### config.mk
export PLATFORM = sky130hd
export DESIGN_NAME = imm_encoder
export DESIGN_NICKNAME = d
export VERILOG_FILES = /design/src/rtl/imm_encoder.sv
export SDC_FILE = /design/constraint.sdc
export NUM_CORES = 1
export LEC_CHECK = 0
export CELL_PAD_IN_SITES_DETAIL_PLACEMENT = 1
export CELL_PAD_IN_SITES_GLOBAL_PLACEMENT = 1
export CORE_MARGIN = 4
export CORE_UTILIZATION = 34
export DETAILED_ROUTE_END_ITERATION = 16
export PLACE_DENSITY_LB_ADDON = 0.1
export SETUP_SLACK_MARGIN = 0.2
export SLEW_MARGIN = 20
export SYNTH_ARGS = -nofsm -noshare
export SYNTH_HDL_FRONTEND = slang
export SYNTH_SLANG_ARGS = --single-unit
### constraint.sdc
create_clock -name clk_i -period 4.1 [get_ports clk_i]
set_clock_uncertainty 0.2 [all_clocks]
set_input_delay 0.82 -clock clk_i [delete_from_list [all_inputs] [get_ports clk_i]]
set_output_delay 0.82 -clock clk_i [all_outputs]
set_load 0.005 [all_outputs]
### src/rtl/imm_encoder.sv
// Packs RV32I instruction fields plus a range-checked immediate into a 32-bit word.
// Latency: 1 cycle from accept to out_valid_o / err_o.
// Backpressure: in_ready_o drops while a held word is stalled by out_ready_i.
module imm_encoder #(
    parameter int DEPTH = 256,
    parameter int AW    = 8
) (
    input  logic          clk_i,
    input  logic          rst_i,
    input  logic          flush_i,
    input  logic          in_valid_i,
    output logic          in_ready_o,
    input  logic [2:0]    fmt_i,
    input  logic [6:0]    opcode_i,
    input  logic [4:0]    rd_i,
    input  logic [4:0]    rs1_i,
    input  logic [4:0]    rs2_i,
    input  logic [2:0]    funct3_i,
    input  logic [6:0]    funct7_i,
    input  logic [31:0]   imm_i,
    output logic          out_valid_o,
    input  logic          out_ready_i,
    output logic [31:0]   instr_data_o,
    output logic [AW-1:0] addr_o,
    output logic          err_o,
    output logic [7:0]    err_cnt_o
);

    typedef enum logic [2:0] {
        FMT_R = 3'd0,
        FMT_I = 3'd1,
        FMT_S = 3'd2,
        FMT_B = 3'd3,
        FMT_J = 3'd4
    } fmt_e;

    localparam logic [AW-1:0] LAST_ADDR = AW'(DEPTH - 1);

    logic        accept;
    logic        out_fire;
    logic        imm_ok;
    logic        legal;
    logic        load_word;
    logic        reject;
    logic [31:0] packed_word;

    // Sign-extension checks: the upper bits must all be copies of the top encoded bit.
    logic sext_12;
    logic sext_13;
    logic sext_21;

    assign sext_12 = (&imm_i[31:11]) | ~(|imm_i[31:11]);
    assign sext_13 = (&imm_i[31:12]) | ~(|imm_i[31:12]);
    assign sext_21 = (&imm_i[31:20]) | ~(|imm_i[31:20]);

    assign in_ready_o = !out_valid_o || out_ready_i;
    assign accept     = in_valid_i && in_ready_o;
    assign out_fire   = out_valid_o && out_ready_i;

    always_comb begin
        imm_ok      = 1'b0;
        packed_word = 32'd0;
        case (fmt_e'(fmt_i))
            FMT_R: begin
                imm_ok      = 1'b1;
                packed_word = {funct7_i, rs2_i, rs1_i, funct3_i, rd_i, opcode_i};
            end
            FMT_I: begin
                imm_ok      = sext_12;
                packed_word = {imm_i[11:0], rs1_i, funct3_i, rd_i, opcode_i};
            end
            FMT_S: begin
                imm_ok      = sext_12;
                packed_word = {imm_i[11:5], rs2_i, rs1_i, funct3_i, imm_i[4:0], opcode_i};
            end
            FMT_B: begin
                imm_ok      = sext_13 && !imm_i[0];
                packed_word = {imm_i[12], imm_i[10:5], rs2_i, rs1_i, funct3_i,
                               imm_i[4:1], imm_i[11], opcode_i};
            end
            FMT_J: begin
                imm_ok      = sext_21 && !imm_i[0];
                packed_word = {imm_i[20], imm_i[10:1], imm_i[11], imm_i[19:12],
                               rd_i, opcode_i};
            end
            default: begin
                imm_ok      = 1'b0;
                packed_word = 32'd0;
            end
        endcase
    end

    assign legal     = imm_ok && (opcode_i[1:0] == 2'b11);
    // A flush swallows the same-cycle input entirely: neither loaded nor counted.
    assign load_word = accept && legal && !flush_i;
    assign reject    = accept && !legal && !flush_i;

    always_ff @(posedge clk_i or negedge rst_i) begin
        if (!rst_i) begin
            out_valid_o  <= 1'b0;
            instr_data_o <= 32'd0;
            addr_o       <= '0;
        end else if (flush_i) begin
            out_valid_o  <= 1'b0;
            addr_o       <= '0;
        end else begin
            if (out_fire) begin
                addr_o <= (addr_o == LAST_ADDR) ? '0 : addr_o + 1'b1;
            end
            if (load_word) begin
                out_valid_o  <= 1'b1;
                instr_data_o <= packed_word;
            end else if (out_fire) begin
                out_valid_o  <= 1'b0;
            end
        end
    end

    always_ff @(posedge clk_i or negedge rst_i) begin
        if (!rst_i) begin
            err_o     <= 1'b0;
            err_cnt_o <= 8'd0;
        end else begin
            err_o <= reject;
            if (reject && (err_cnt_o != 8'hFF)) begin
                err_cnt_o <= err_cnt_o + 8'd1;
            end
        end
    end

endmodule

Word level (Yosys, flattened, before mapping)
Cells that the tools add are included.

Flip-flop bits (word level): 50. Logic and storage cells: 55. Bits of input ports: 72. Output and inout port bits: 51.

Eq/ne operators: 7. Reduce and logical (&&, ||, !) cells: 26. Muxes and demuxes: 8. Bitwise operators: 7. Add/sub/neg operators: 2.

Operators with widths (number): 32-bit case mux with 5 select lines (1); 8-bit two-way mux (3); 21-bit AND reduction (1); 21-bit OR reduction (1); 20-bit AND reduction (1); 20-bit OR reduction (1); 8-bit by 1-bit adder with 8-bit output, second input constant (2); 12-bit AND reduction (1); 12-bit OR reduction (1); 1-bit logical AND (10); 8-bit == test, second input constant (1); 8-bit != test, second input constant (1); 3-bit by 2-bit == test with 1-bit output, second input constant (2); 1-bit zero test (4); 1-bit inverter (4); 1-bit case mux with 4 select lines (1); 3-bit by 1-bit == test with 1-bit output, second input constant (1); 3-bit == test, second input constant (1); 3-bit zero test (1); 1-bit two-way mux (3); 1-bit OR (3); 3-bit nonzero test (1); 2-bit == test, second input constant (1); 2-bit AND reduction (1); other kinds (3) (3).

Depth between registers and ports, before layout
Depth after elaboration: 10. Mapped depth: 8. Depth with buffers taken out: 7.

Least setup slack after synthesis
No wires, ideal clock.

Path kind: input port to flip-flop. Start: input port imm_i[17]. End: register instr_data_o[10]. Cell stages on the path: 8. Arrival time: 2.661 ns. Setup time: 0.125 ns. Slack: 1.113 ns. Path buffers: 1. Required time: 3.775 ns. Cells stage by stage: or4_1 -> nor2_2 -> a22oi_2 -> a2111oi_4 -> inv_2 -> a21o_4 -> buf_6 -> mux2_4.

Longest elaborated chain between the ends: 9. Elaborated cells on any way between the ends: 14. Those cells by class: mux (1); bitwise (4); reduce/logical (9).

Ends and longest elaborated chain: start: declaration (line 20) `input logic [31:0] imm_i,`; 20-bit OR reduction (line 53) `assign sext_13 = (&imm_i[31:12]) | ~(|imm_i[31:12]);`; 1-bit inverter (line 53); 1-bit OR (line 53); 1-bit logical AND (line 77) `imm_ok = sext_13 && !imm_i[0];`; 1-bit case mux with 4 select lines (*) (line 63) `case (fmt_e'(fmt_i))`; 1-bit logical AND (*) (line 93) `assign legal = imm_ok && (opcode_i[1:0] == 2'b11);`; 1-bit logical AND (*) (2 in a row) (line 95) `assign load_word = accept && legal && !flush_i;`; 2-bit AND reduction (no line) (*); end signal: assignment (line 112) `instr_data_o <= packed_word;`; end: declaration (line 23) `output logic [31:0] instr_data_o,`.

Every way passes the cells marked *; elsewhere a longest branch is shown, timed or not. A chain may end at the register's enable or synchronous reset.

Worst setup path after layout
Start: input port imm_i[20]. End: register instr_data_o[16].

Longest elaborated chain between the ends: 9. Elaborated cells on any way between the ends: 19. Those cells by class: mux (1); bitwise (6); reduce/logical (12).

Ends and longest elaborated chain (line): 20-bit OR reduction / 12-bit OR reduction (equally long branches) (53, 54); 1-bit inverter, on equally long branches (53, 54); 1-bit OR, on equally long branches (53, 54); 1-bit logical AND, on equally long branches (77, 82); 1-bit case mux with 4 select lines (*) (63); 1-bit logical AND (*) (93); 1-bit logical AND (*) (2 in a row) (95); 2-bit AND reduction (no line) (*).

Marks and branches as above.

==> summary.txt <==
Yosys
  • Main flop type after synthesis: dfrtp_1
  • EDFF count, synth: 0
  • FF+latch count, synth: 50
  • Async SR Flop Fraction: 100%
  • Mapped Nets: 350
  • Synthesized area: 2840 sq um
  • Synth Warn #: 0
  • Syn Inst Count: 276
  • Syn Area/Cell: 10.3 sq um
  • Sequential cell area fraction in the yosys report: 44.0%
  • Yosys cell types: 44

Finish
  • Antenna Diode Count: 0
  • Area Growth Syn to Fin: 50.3%
  • Fillers: 904
  • Layout Utilization: 52.3%
  • Fin nets: 472
  • Share of layout cells above drive strength 1: 11.5%

Detailed routing
  • Final ANT Viol Nets: 0
  • Drt total wl: 8250 microns
  • Drt wl/cell: 16.4 microns
  • DRC: 0
  • DR iter-0 viols: 41
  • Drt pass-1 iters: 4
  • Total number of vias: 2,560
  • Number of vias per cell: 5.08

Clock tree
  • H-tree levels: 2
  • Total CTS buffers: 5
  • PostCTS Resize Cnt: 0
  • Number of clock sinks: 50
  • Clk_lat worst skew: 0.30 ns
  • CTS tree: done
  • Cts hold-fix bufs: 0
  • Clk slew on worst S/H paths: 0.10 ns
  • CTS Root Cell: clkbuf_8
  • Max Root-Sink Buffers: 2
  • Post-CTS Setup Bufs: 0

Status
  • Outcome: finished clean

Critical path
  • Startpoint types: input pin
  • Reg2reg end: err_cnt_o[1]$_DFFE_PN0P_
  • Buf+Inv Stages, Crit Path: 1
  • CP top delay family: compound AO/OA/AOI/OAI gates
  • Crit path max fanout: 32
  • Critical-path cell list: clkdlybuf4s50_1 > nor4_1 > and3_1 > nand3b_1 > a31oi_1 > o21ai_1 > a21o_4 > mux2_2
  • Largest stage delay on the critical path: 0.59 ns
  • Crit. End Element: register
  • CP required: 4.10 ns
  • Reg2Reg Depth: 5
  • WS Path Type: input pin to register
  • Crit path max-delay cell type: o21ai_1
  • Reg2Reg Launch Point: out_valid_o$_DFFE_PN0P_
  • Worst Path Arrival: 3.40 ns
  • Reg2reg setup slack: 2.12 ns

Global route
  • Initial antenna violation count: 0
  • Overflow after GRT: 0
  • Global-route wire length before repair: 13,900 microns
  • Total track usage: 17.3%
  • Vias in the first global route: 2,774
  • Largest net degree at the start of global routing: 33

STA
  • Fin Setup TNS: 0 ns
  • Worst-Margin Slew: 0.719 ns
  • Final hold vios: 0
  • Fmax: 294 MHz
  • Post-route minimum period: 3.40 ns
  • Final setup fails: 0
  • Rel. slew slack: 51.8%
  • RSZ-0062 raised after global routing: no
  • Final Cycle Share: 82.9%
  • Max-slew violations: 0

Placement
  • GP Congestion: 0.821
  • Port Buf Inserts: 122
  • DPL Wire Length: 6500 microns

Worst hold path
  • Worst hold path class: input pin to asynchronous set/reset pin

Pwr
  • Lkg Pwr: 1.92 nW
  • Pwr Density: 320 nW/um^2
  • VDD IR-drop max: 0.000150 V

Floorplanning
  • Die width: 99.5 microns
  • Die area: 9890 sq um
  • CORE AREA: 8180 sq um
  • Io pins: 123
  • Die H: 99.5 microns
  • Initial Util: 34.8%
  • Row count: 33

Job
  • Max cap viols: 0
worst register-to-register path, stage by stage (launching register included):
cell and delay [ns]:
dfrtp_1 0.42, nand2b_1 0.15, nand3b_1 0.13, nor2_1 0.43, nand3_1 0.21, mux2_2 0.33
through the flow:
step           area [sq um]  cells  setup WS (ns)  power (W)  hold WS, ns
2_1_floorplan          2840    276           1.11   0.000765        0.259
3_3_place_gp           4170    496          0.380    0.00102        0.250
3_5_place_dp           4170    496          0.356    0.00103        0.257
4_1_cts                4280    504          0.700    0.00139        0.286
5_1_grt                4280    504          0.525    0.00145        0.294
6_report               4280    504          0.699    0.00137        0.272
how the worst max path moves through the flow:
stage / from / to / slack [ns] / cells past startpoint
floorplan: imm_i[17] / instr_data_o[10]$_DFFE_PN0P_ / 1.11 / 8
global placement: imm_i[12] / instr_data_o[9]$_DFFE_PN0P_ / 0.38 / 8
detailed placement: imm_i[20] / instr_data_o[17]$_DFFE_PN0P_ / 0.36 / 8
CTS: imm_i[12] / instr_data_o[28]$_DFFE_PN0P_ / 0.70 / 8
global route: imm_i[20] / instr_data_o[17]$_DFFE_PN0P_ / 0.52 / 8
finish: imm_i[20] / instr_data_o[16]$_DFFE_PN0P_ / 0.70 / 8
metal layers:
layer / global-route usage, % / routed length (microns) / up-vias
met4: 3.89 / 93 / 0
met1: 21.4 / 3460 / 1239
li1: - / - / 1238
met2: 30.7 / 4220 / 75
met5: 0 / 0 / -
met3: 3.86 / 481 / 8
synth_stat cells, types with 5 or more instances:
cell type  count  area share [%]
a21oi_1        6             1.1
a31oi_1        5             1.1
and3_1         5             1.1
clkbuf_1       8             1.1
dfrtp_1       50              44
inv_1         16             2.1
mux2_4        22              12
mux2i_1       14             4.9
nand2_1       28             3.7
nand3_1       12             2.1
nand4_1       10             2.2
nor2_1        17             2.2
nor2b_1        5             1.1
o21ai_0       10             1.8
o22ai_1       10             2.2
xnor2_1        6             1.8
area by class of cell:
cell class,count,area [sq um],share of cell area [%]
inverters,17,63.8,1.49
clock buffers,6,72.6,1.70
multi-input cells,196,1460,34.1
clock inverters,2,37.5,0.878
well taps,105,131,3.07
flip-flops and latches,50,1250,29.3
repair buffers,128,1260,29.5
placed cells by master (no fill, tap or decap), types with 2 or more instances in the layout:
| cell | Yosys | routed |
|---|---|---|
| clkdlybuf4s50_1 | 0 | 121 |
| dfrtp_1 | 50 | 50 |
| nand2_1 | 28 | 28 |
| mux2_4 | 22 | 22 |
| nor2_1 | 17 | 17 |
| inv_1 | 16 | 16 |
| mux2i_1 | 14 | 14 |
| nand3_1 | 12 | 12 |
| nand4_1 | 10 | 10 |
| o22ai_1 | 10 | 10 |
| o21ai_0 | 10 | 10 |
| a21oi_1 | 6 | 6 |
| xnor2_1 | 6 | 6 |
| buf_4 | 0 | 6 |
| and3_1 | 5 | 5 |
| a31oi_1 | 5 | 5 |
| nor2b_1 | 5 | 5 |
| clkbuf_8 | 0 | 5 |
| a32o_1 | 4 | 4 |
| mux2_2 | 4 | 4 |
| a22o_1 | 4 | 4 |
| nand2b_1 | 3 | 3 |
| nor4_1 | 3 | 3 |
| xor2_1 | 3 | 3 |
| or4_1 | 2 | 2 |
| nand3b_1 | 2 | 2 |
| nor3_1 | 2 | 2 |
| and2_1 | 2 | 2 |
| a211oi_1 | 2 | 2 |
| ha_1 | 2 | 2 |
logic make-up after synthesis:
logic type                 count (synthesis)  share of synthesized area, %
DFF                                       50                          44.0
AOI/OAI and AO/OA                         51                          13.1
adders and majority gates                  2                         0.880
muxes                                     40                          18.1
buffers and inverters                     30                          4.75
xor gates and xnor gates                   9                          2.77
and+or+nand+nor                           94                          16.4
sequential cells by signal (all words and copies together), names as in the netlist:
signal        cells
err_cnt_o         8
err_o             1
instr_data_o     32
out_valid_o       1
addr_o            8
power breakdown:
group	total [W]	switching, W	internal (W)	leakage, nW
Clock	0.000354	0.000172	0.000182	0.0514
Combinational	0.000398	0.000136	0.000262	1.22
Sequential	0.000615	0.0000559	0.000559	0.649
Total	0.00137	0.000363	0.00100	1.92
(Power assumes the default switching activity.)
